File: src/rtl/multicycle_control_if.sv
// Memory handshake between the multicycle control FSM and the unified
// instruction/data memory: request strobes and address select out, ready back.
interface multicycle_control_if;
  logic MemRead;
  logic MemWrite;
  logic IorD;
  logic MemReady;

  modport master (output MemRead, output MemWrite, output IorD, input MemReady);
  modport slave  (input MemRead, input MemWrite, input IorD, output MemReady);
endinterface

File: src/rtl/multicycle_control.sv
// Main control FSM of the multicycle mini CPU (fetch/decode/execute/memory/writeback).
// Optional retired-instruction counter enabled by defining INSTR_COUNT_EN.
module multicycle_control #(
  parameter int WAIT_LIMIT = 15
) (
  input  logic                 clk,
  input  logic                 rst_n,
  multicycle_control_if.master mem,
  input  logic [5:0]           opcode,
  input  logic                 Zero,
  output logic                 PCWrite,
  output logic                 PCWriteCond,
  output logic                 IRWrite,
  output logic                 MemtoReg,
  output logic                 RegDst,
  output logic                 RegWrite,
  output logic                 ALUSrcA,
  output logic [1:0]           ALUSrcB,
  output logic [1:0]           ALUOP,
  output logic [1:0]           PCSource,
  output logic                 Halted,
  output logic                 BusError,
  output logic [3:0]           State
`ifdef INSTR_COUNT_EN
  ,
  output logic [31:0]          InstrCount
`endif
);

  typedef enum logic [3:0] {
    S_IDLE     = 4'd0,
    S_FETCH    = 4'd1,
    S_DECODE   = 4'd2,
    S_EXEC_R   = 4'd3,
    S_ALU_WB   = 4'd4,
    S_MEM_ADDR = 4'd5,
    S_MEM_RD   = 4'd6,
    S_MEM_WB   = 4'd7,
    S_MEM_WR   = 4'd8,
    S_BRANCH   = 4'd9,
    S_JUMP     = 4'd10,
    S_HALT     = 4'd11,
    S_ERROR    = 4'd12
  } state_t;

  localparam logic [7:0] LIMIT_C = 8'(WAIT_LIMIT);

  state_t     state_r;
  state_t     next_s;
  logic [7:0] wait_cnt_r;
  logic       is_sw_r;
  logic       mem_state_s;
  logic       limit_hit_s;
  logic       op_rtype_s;
  logic       op_lw_s;
  logic       op_sw_s;
  logic       op_beq_s;
  logic       op_j_s;
  logic       op_halt_s;
  logic       unused_zero_s;

  // Zero qualifies the PC load inside the datapath; the FSM only raises PCWriteCond
  assign unused_zero_s = Zero;

  assign op_rtype_s  = (opcode[5:4] == 2'b00);
  assign op_lw_s     = (opcode == 6'b010000);
  assign op_sw_s     = (opcode == 6'b010001);
  assign op_beq_s    = (opcode == 6'b010010);
  assign op_j_s      = (opcode == 6'b010011);
  assign op_halt_s   = (opcode == 6'b111111);

  assign mem_state_s = (state_r == S_FETCH) || (state_r == S_MEM_RD) || (state_r == S_MEM_WR);
  assign limit_hit_s = (wait_cnt_r == LIMIT_C);
  assign State       = state_r;

  // State register
  always_ff @(posedge clk or negedge rst_n) begin
    if (!rst_n) begin
      state_r <= S_IDLE;
    end else begin
      state_r <= next_s;
    end
  end

  // Load/store direction is captured in DECODE so MEM_ADDR ignores a changed opcode
  always_ff @(posedge clk or negedge rst_n) begin
    if (!rst_n) begin
      is_sw_r <= 1'b0;
    end else if (state_r == S_DECODE) begin
      is_sw_r <= op_sw_s;
    end else begin
      is_sw_r <= is_sw_r;
    end
  end

  // Wait counter: counts stalled cycles in a memory state, zero everywhere else
  always_ff @(posedge clk or negedge rst_n) begin
    if (!rst_n) begin
      wait_cnt_r <= 8'd0;
    end else if (mem_state_s && !mem.MemReady) begin
      wait_cnt_r <= wait_cnt_r + 8'd1;
    end else begin
      wait_cnt_r <= 8'd0;
    end
  end

  // Next-state and control decode; IRWrite/PCWrite in FETCH follow MemReady
  always_comb begin
    next_s       = state_r;
    PCWrite      = 1'b0;
    PCWriteCond  = 1'b0;
    IRWrite      = 1'b0;
    MemtoReg     = 1'b0;
    RegDst       = 1'b0;
    RegWrite     = 1'b0;
    ALUSrcA      = 1'b0;
    ALUSrcB      = 2'b00;
    ALUOP        = 2'b00;
    PCSource     = 2'b00;
    Halted       = 1'b0;
    BusError     = 1'b0;
    mem.MemRead  = 1'b0;
    mem.MemWrite = 1'b0;
    mem.IorD     = 1'b0;
    case (state_r)
      S_IDLE: next_s = S_FETCH;
      S_FETCH: begin
        mem.MemRead = 1'b1;
        ALUSrcB     = 2'b01;
        if (mem.MemReady) begin
          IRWrite = 1'b1;
          PCWrite = 1'b1;
          next_s  = S_DECODE;
        end else if (limit_hit_s) begin
          next_s = S_ERROR;
        end else begin
          next_s = S_FETCH;
        end
      end
      S_DECODE: begin
        ALUSrcB = 2'b11;
        if (op_rtype_s) begin
          next_s = S_EXEC_R;
        end else if (op_lw_s || op_sw_s) begin
          next_s = S_MEM_ADDR;
        end else if (op_beq_s) begin
          next_s = S_BRANCH;
        end else if (op_j_s) begin
          next_s = S_JUMP;
        end else if (op_halt_s) begin
          next_s = S_HALT;
        end else begin
          next_s = S_FETCH;
        end
      end
      S_EXEC_R: begin
        ALUSrcA = 1'b1;
        ALUOP   = 2'b10;
        next_s  = S_ALU_WB;
      end
      S_ALU_WB: begin
        RegWrite = 1'b1;
        RegDst   = 1'b1;
        next_s   = S_FETCH;
      end
      S_MEM_ADDR: begin
        ALUSrcA = 1'b1;
        ALUSrcB = 2'b10;
        if (is_sw_r) begin
          next_s = S_MEM_WR;
        end else begin
          next_s = S_MEM_RD;
        end
      end
      S_MEM_RD, S_MEM_WR: begin
        mem.IorD     = 1'b1;
        mem.MemRead  = (state_r == S_MEM_RD);
        mem.MemWrite = (state_r == S_MEM_WR);
        if (mem.MemReady) begin
          next_s = (state_r == S_MEM_RD) ? S_MEM_WB : S_FETCH;
        end else if (limit_hit_s) begin
          next_s = S_ERROR;
        end else begin
          next_s = state_r;
        end
      end
      S_MEM_WB: begin
        RegWrite = 1'b1;
        MemtoReg = 1'b1;
        next_s   = S_FETCH;
      end
      S_BRANCH: begin
        ALUSrcA     = 1'b1;
        ALUOP       = 2'b01;
        PCWriteCond = 1'b1;
        PCSource    = 2'b01;
        next_s      = S_FETCH;
      end
      S_JUMP: begin
        PCWrite  = 1'b1;
        PCSource = 2'b10;
        next_s   = S_FETCH;
      end
      S_HALT: begin
        Halted = 1'b1;
        next_s = S_HALT;
      end
      S_ERROR: begin
        BusError = 1'b1;
        next_s   = S_ERROR;
      end
      default: next_s = S_IDLE;
    endcase
  end

`ifdef INSTR_COUNT_EN
  logic [31:0] instr_cnt_r;
  logic        retire_s;

  // Any return to FETCH other than a fetch stall or the first fetch retires an instruction
  assign retire_s   = (next_s == S_FETCH) && (state_r != S_FETCH) && (state_r != S_IDLE);
  assign InstrCount = instr_cnt_r;

  // Retired-instruction counter, wraps naturally
  always_ff @(posedge clk or negedge rst_n) begin
    if (!rst_n) begin
      instr_cnt_r <= 32'd0;
    end else if (retire_s) begin
      instr_cnt_r <= instr_cnt_r + 32'd1;
    end else begin
      instr_cnt_r <= instr_cnt_r;
    end
  end
`endif

endmodule

File: src/flat_wrapper.sv
// flat-port wrapper written by rule: the top's interface ports become plain ports
module multicycle_control_flat 
#(
  parameter int WAIT_LIMIT = 15
)
  (clk, rst_n, opcode, Zero, PCWrite, PCWriteCond, IRWrite, MemtoReg, RegDst, RegWrite, ALUSrcA, ALUSrcB, ALUOP, PCSource, Halted, BusError, State, mem_MemRead, mem_MemWrite, mem_IorD, mem_MemReady);
  multicycle_control_if mem_i ();
  input  logic clk;
  input  logic rst_n;
  input  logic [5:0] opcode;
  input  logic Zero;
  output logic PCWrite;
  output logic PCWriteCond;
  output logic IRWrite;
  output logic MemtoReg;
  output logic RegDst;
  output logic RegWrite;
  output logic ALUSrcA;
  output logic [1:0] ALUSrcB;
  output logic [1:0] ALUOP;
  output logic [1:0] PCSource;
  output logic Halted;
  output logic BusError;
  output logic [3:0] State;
  output wire logic [$bits(mem_i.MemRead)-1:0] mem_MemRead;
  output wire logic [$bits(mem_i.MemWrite)-1:0] mem_MemWrite;
  output wire logic [$bits(mem_i.IorD)-1:0] mem_IorD;
  input wire logic [$bits(mem_i.MemReady)-1:0] mem_MemReady;
  assign mem_MemRead = mem_i.MemRead;
  assign mem_MemWrite = mem_i.MemWrite;
  assign mem_IorD = mem_i.IorD;
  assign mem_i.MemReady = mem_MemReady;
  multicycle_control #(.WAIT_LIMIT(WAIT_LIMIT)) u_core (.clk(clk), .rst_n(rst_n), .mem(mem_i), .opcode(opcode), .Zero(Zero), .PCWrite(PCWrite), .PCWriteCond(PCWriteCond), .IRWrite(IRWrite), .MemtoReg(MemtoReg), .RegDst(RegDst), .RegWrite(RegWrite), .ALUSrcA(ALUSrcA), .ALUSrcB(ALUSrcB), .ALUOP(ALUOP), .PCSource(PCSource), .Halted(Halted), .BusError(BusError), .State(State));
endmodule
File: config.mk
export PLATFORM = sky130hd
export DESIGN_NAME = multicycle_control_flat
export DESIGN_NICKNAME = d
export VERILOG_FILES = /design/src/rtl/multicycle_control_if.sv /design/src/rtl/multicycle_control.sv /design/src/flat_wrapper.sv
export SDC_FILE = /design/constraint.sdc
export NUM_CORES = 1
export LEC_CHECK = 0
export CELL_PAD_IN_SITES_DETAIL_PLACEMENT = 0
export CELL_PAD_IN_SITES_GLOBAL_PLACEMENT = 1
export CORE_ASPECT_RATIO = 1.25
export CORE_MARGIN = 5
export CORE_UTILIZATION = 29
export CTS_BUF_LIST = sky130_fd_sc_hd__clkbuf_16
export DETAILED_ROUTE_END_ITERATION = 8
export PLACE_DENSITY_LB_ADDON = 0.1
export SLEW_MARGIN = 0
export SYNTH_ARGS = -nofsm -noshare
export SYNTH_HDL_FRONTEND = slang
export SYNTH_SLANG_ARGS = --single-unit
File: constraint.sdc
create_clock -name clk -period 1.8 [get_ports clk]
set_clock_uncertainty 0.1 [all_clocks]
set_input_delay 0.27 -clock clk [delete_from_list [all_inputs] [get_ports clk]]
set_output_delay 0.27 -clock clk [all_outputs]
set_load 0.005 [all_outputs]
==> results.cfg <==
[setup_path]
setup.worst_path.end_class = register
worst_path_max_delay_cell = dfrtp_2
critical_path.max_stage_delay_ns = 0.42
timing.critical_path.from_type = register
cp.arrival_ns = 1.94
path_class = register to register
worstPathRequired_ns = 1.82
critPathBufInv = 1
timing.critical_path.cells = buf_6 > or3b_4 > a211oi_4 > o21ai_2 > or2_4 > o211a_1
cpLargestDelayFamily = simple AND/OR/NAND/NOR gates
timing.critical_path.fanout_max = 3

[placement]
routabilityCongestion = 0.752
buffer_ports.inserted = 30
dpl.hpwl_um = 2350
placedCellCount = 217

[floorplan]
row_count = 23
dieWidth_um = 62.0
initial_utilization = 0.304
core_area_sq_um = 3220
die_height_um = 74.9
die_area_sq_um = 4640
ioPinCount = 32

[synth]
synth_cells = 122
synthDominantAreaCellType = dfrtp_1
compound_gate_portion_of_the_synthesized_area = 0.212
synth_nets = 133
post-synth-top-area-fraction = 0.332
synth-seq-area-share = 0.332
synth-edff-count = 0
synthesis.area_sq_um = 978
yosysMostFrequentCell = nor2_1
post_synth_and_or_nand_nor_area_fraction = 0.317
synthFlopType = dfrtp_1
netlist_top_cells_area = dfrtp_1, nor2_1, a21oi_1
post_synth_xor_area_fraction = 0.0627
muxShareOfSynthArea = 0.0115
ys_seq_elements = 13
largest_family_of_logic_cells_by_synthesized_area = simple AND/OR/NAND/NOR gates
synth.cells.most_frequent = nor2_1, dfrtp_1, a21oi_1, nor3_1, o21ai_0
avg_inst_size_synth_sq_um = 8.02
netlist-cell-type-count = 41
synthAdderAreaFrac = 0.0128
yosys_warnings = 0
synth-async-reset-ratio = 1.00

[timing]
slew_violations = 0
fin_ws_ns = -0.121
number_of_hold_violations_in_the_final_report = 0
finalCriticalPeriod_ns = 1.92
fmaxAchievable_mhz = 521
slew_headroom = 0.614
finalCritPeriodShare = 1.07
worst_pin_slew_ns = 0.577
grt_setup_unrepaired = true
finalSetupViolations = 9

[routing]
remaining_antenna_violation_count_after_routing = 0
firstDrtPassIters = 4
wl_um = 3600
vias = 1242
drt-initial-drc-count = 5
drc = 0
post_drt_wl_per_cell_um = 14.5
detail_route.vias_per_cell = 5.01

[clock_network]
root_buffer = clkbuf_16
clock_sinks = 13
cts-buffers-inserted = 3
tritoncts = yes
clock_latency_ns = 0.24
clock_path_buffers = 2
clkSlewWorstSetupHoldPaths_ns = 0.04
cts_hold_buf = 0
clock_tree.htree_level_count = 1

[global_routing]
first_global_vias = 1253
grt_start_max_net_pins = 14
grt_pass1_wl_um = 5550
grt.total_usage = 0.161
initial_antenna_violation_count = 0
gr-total-overflow = 0

[final_layout]
fraction_of_layout_instances_using_a_drive_strength_above_1 = 0.559
fin_util = 0.615
insertedDiodeCount = 0
num-nets-final = 223
areaGrowthSynthToFinish_pct = 103
final_cells = 248

[status]
failing_checks = negative setup slack
run_status = complete, but fails checks

[worst_hold_path]
holdCritPathClass = input port to asynchronous set/reset pin

[power]
vdd_drop_max_mv = 0.804
power_density_of_the_placed_cells_nw_per_um2 = 1270
leakage_nw = 0.974

[run]
drv.max_cap_violation_count = 0
==> timing repair <==
| item | CTS | global route |
|---|---|---|
| setup endpoints to repair | 34 | 19 |
| pin swaps | 5 | 12 |
| setup buffers | 19 | 9 |
| resized for setup | 84 | 36 |
==> where the power goes <==
| part | total (mW) | leakage [nW] | internal, mW | switching [mW] |
|---|---|---|---|---|
| Combinational | 1.72 | 0.760 | 0.991 | 0.731 |
| Clock | 0.400 | 0.0423 | 0.291 | 0.108 |
| Sequential | 0.401 | 0.172 | 0.345 | 0.0557 |
| Total | 2.52 | 0.974 | 1.63 | 0.896 |
==> area by class of cell <==
class,instances,area [sq um]
fillers,304,1240
multi-input cells,99,766
repair buffers,93,754
flip-flops and latches,13,329
clock buffers,3,75.1
well taps,37,46.3
inverters,2,7.51
clock inverters,1,3.75
==> through the flow <==
stage / power, mW / setup WS, ns / hold WS (ns) / instance area (sq um) / setup TNS, ns
after CTS: 2.32 / -0.0984 / 0.316 / 1880 / -0.366
after global placement: 1.59 / -0.171 / 0.345 / 1550 / -1.88
after global routing: 2.70 / -0.179 / 0.344 / 1980 / -1.55
after floorplan: 0.889 / 0.0439 / -0.126 / 978 / 0
final: 2.52 / -0.121 / 0.304 / 1980 / -0.601
after detailed placement: 1.61 / -0.176 / 0.361 / 1550 / -2.08
==> path summary, 6_finish.rpt <==
| check | startpoint | end | slack [ns] | cells past startpoint |
|---|---|---|---|---|
| min in group clk | u_core.wait_cnt_r[0] | u_core.wait_cnt_r[0] | 0.36 | 1 |
| max | u_core.State[1] | u_core.State[3] | -0.12 | 6 |
| min reg2reg | u_core.wait_cnt_r[0] | u_core.wait_cnt_r[0] | 0.36 | 1 |
| min | rst_n | u_core.wait_cnt_r[6] | 0.30 | 1 |
| max in group asynchronous | rst_n | u_core.State[1] | 0.88 | 1 |
| max reg2reg | u_core.State[1] | u_core.State[3] | -0.12 | 6 |
==> layout by cell type, fill, tap and decap left out, drive strengths merged, types with 2 or more instances in the layout <==
master,n
nor3,7
clkbuf,11
or4b,2
o211ai,2
and3,3
nand3b,2
o211a,2
nor2,22
or2,3
xnor2,4
nor2b,2
dfrtp,13
inv,3
clkdlybuf4s50,9
dlygate4sd2,5
o21ai,7
nand4,2
nand3,5
nand2b,4
buf,70
o22ai,2
a21boi,2
nand2,5
xor2,3
a21oi,7
==> cells by family after synthesis <==
family | Yosys count
flip-flops | 13
XOR/XNOR | 7
AND/OR/NAND/NOR | 60
buffers and inverters | 10
AO/OA/AOI/OAI | 30
adder cells (fa/ha/maj) | 1
multiplexers | 1
==> state kept, by name, summed over array words and instances (netlist names) <==
register,flops
u_core.wait_cnt_r,8
u_core.State,4
u_core.is_sw_r,1
==> layer usage <==
layer  routed length (um)  global-route usage  vias to the layer above
met1                 1250               0.163                      590
met2                 2080               0.310                       25
li1                     -                   -                      617
met3                  168              0.0257                       10
met4                  112              0.0684                        0
met5                    0                   0                        -
(Power assumes the default switching activity.)
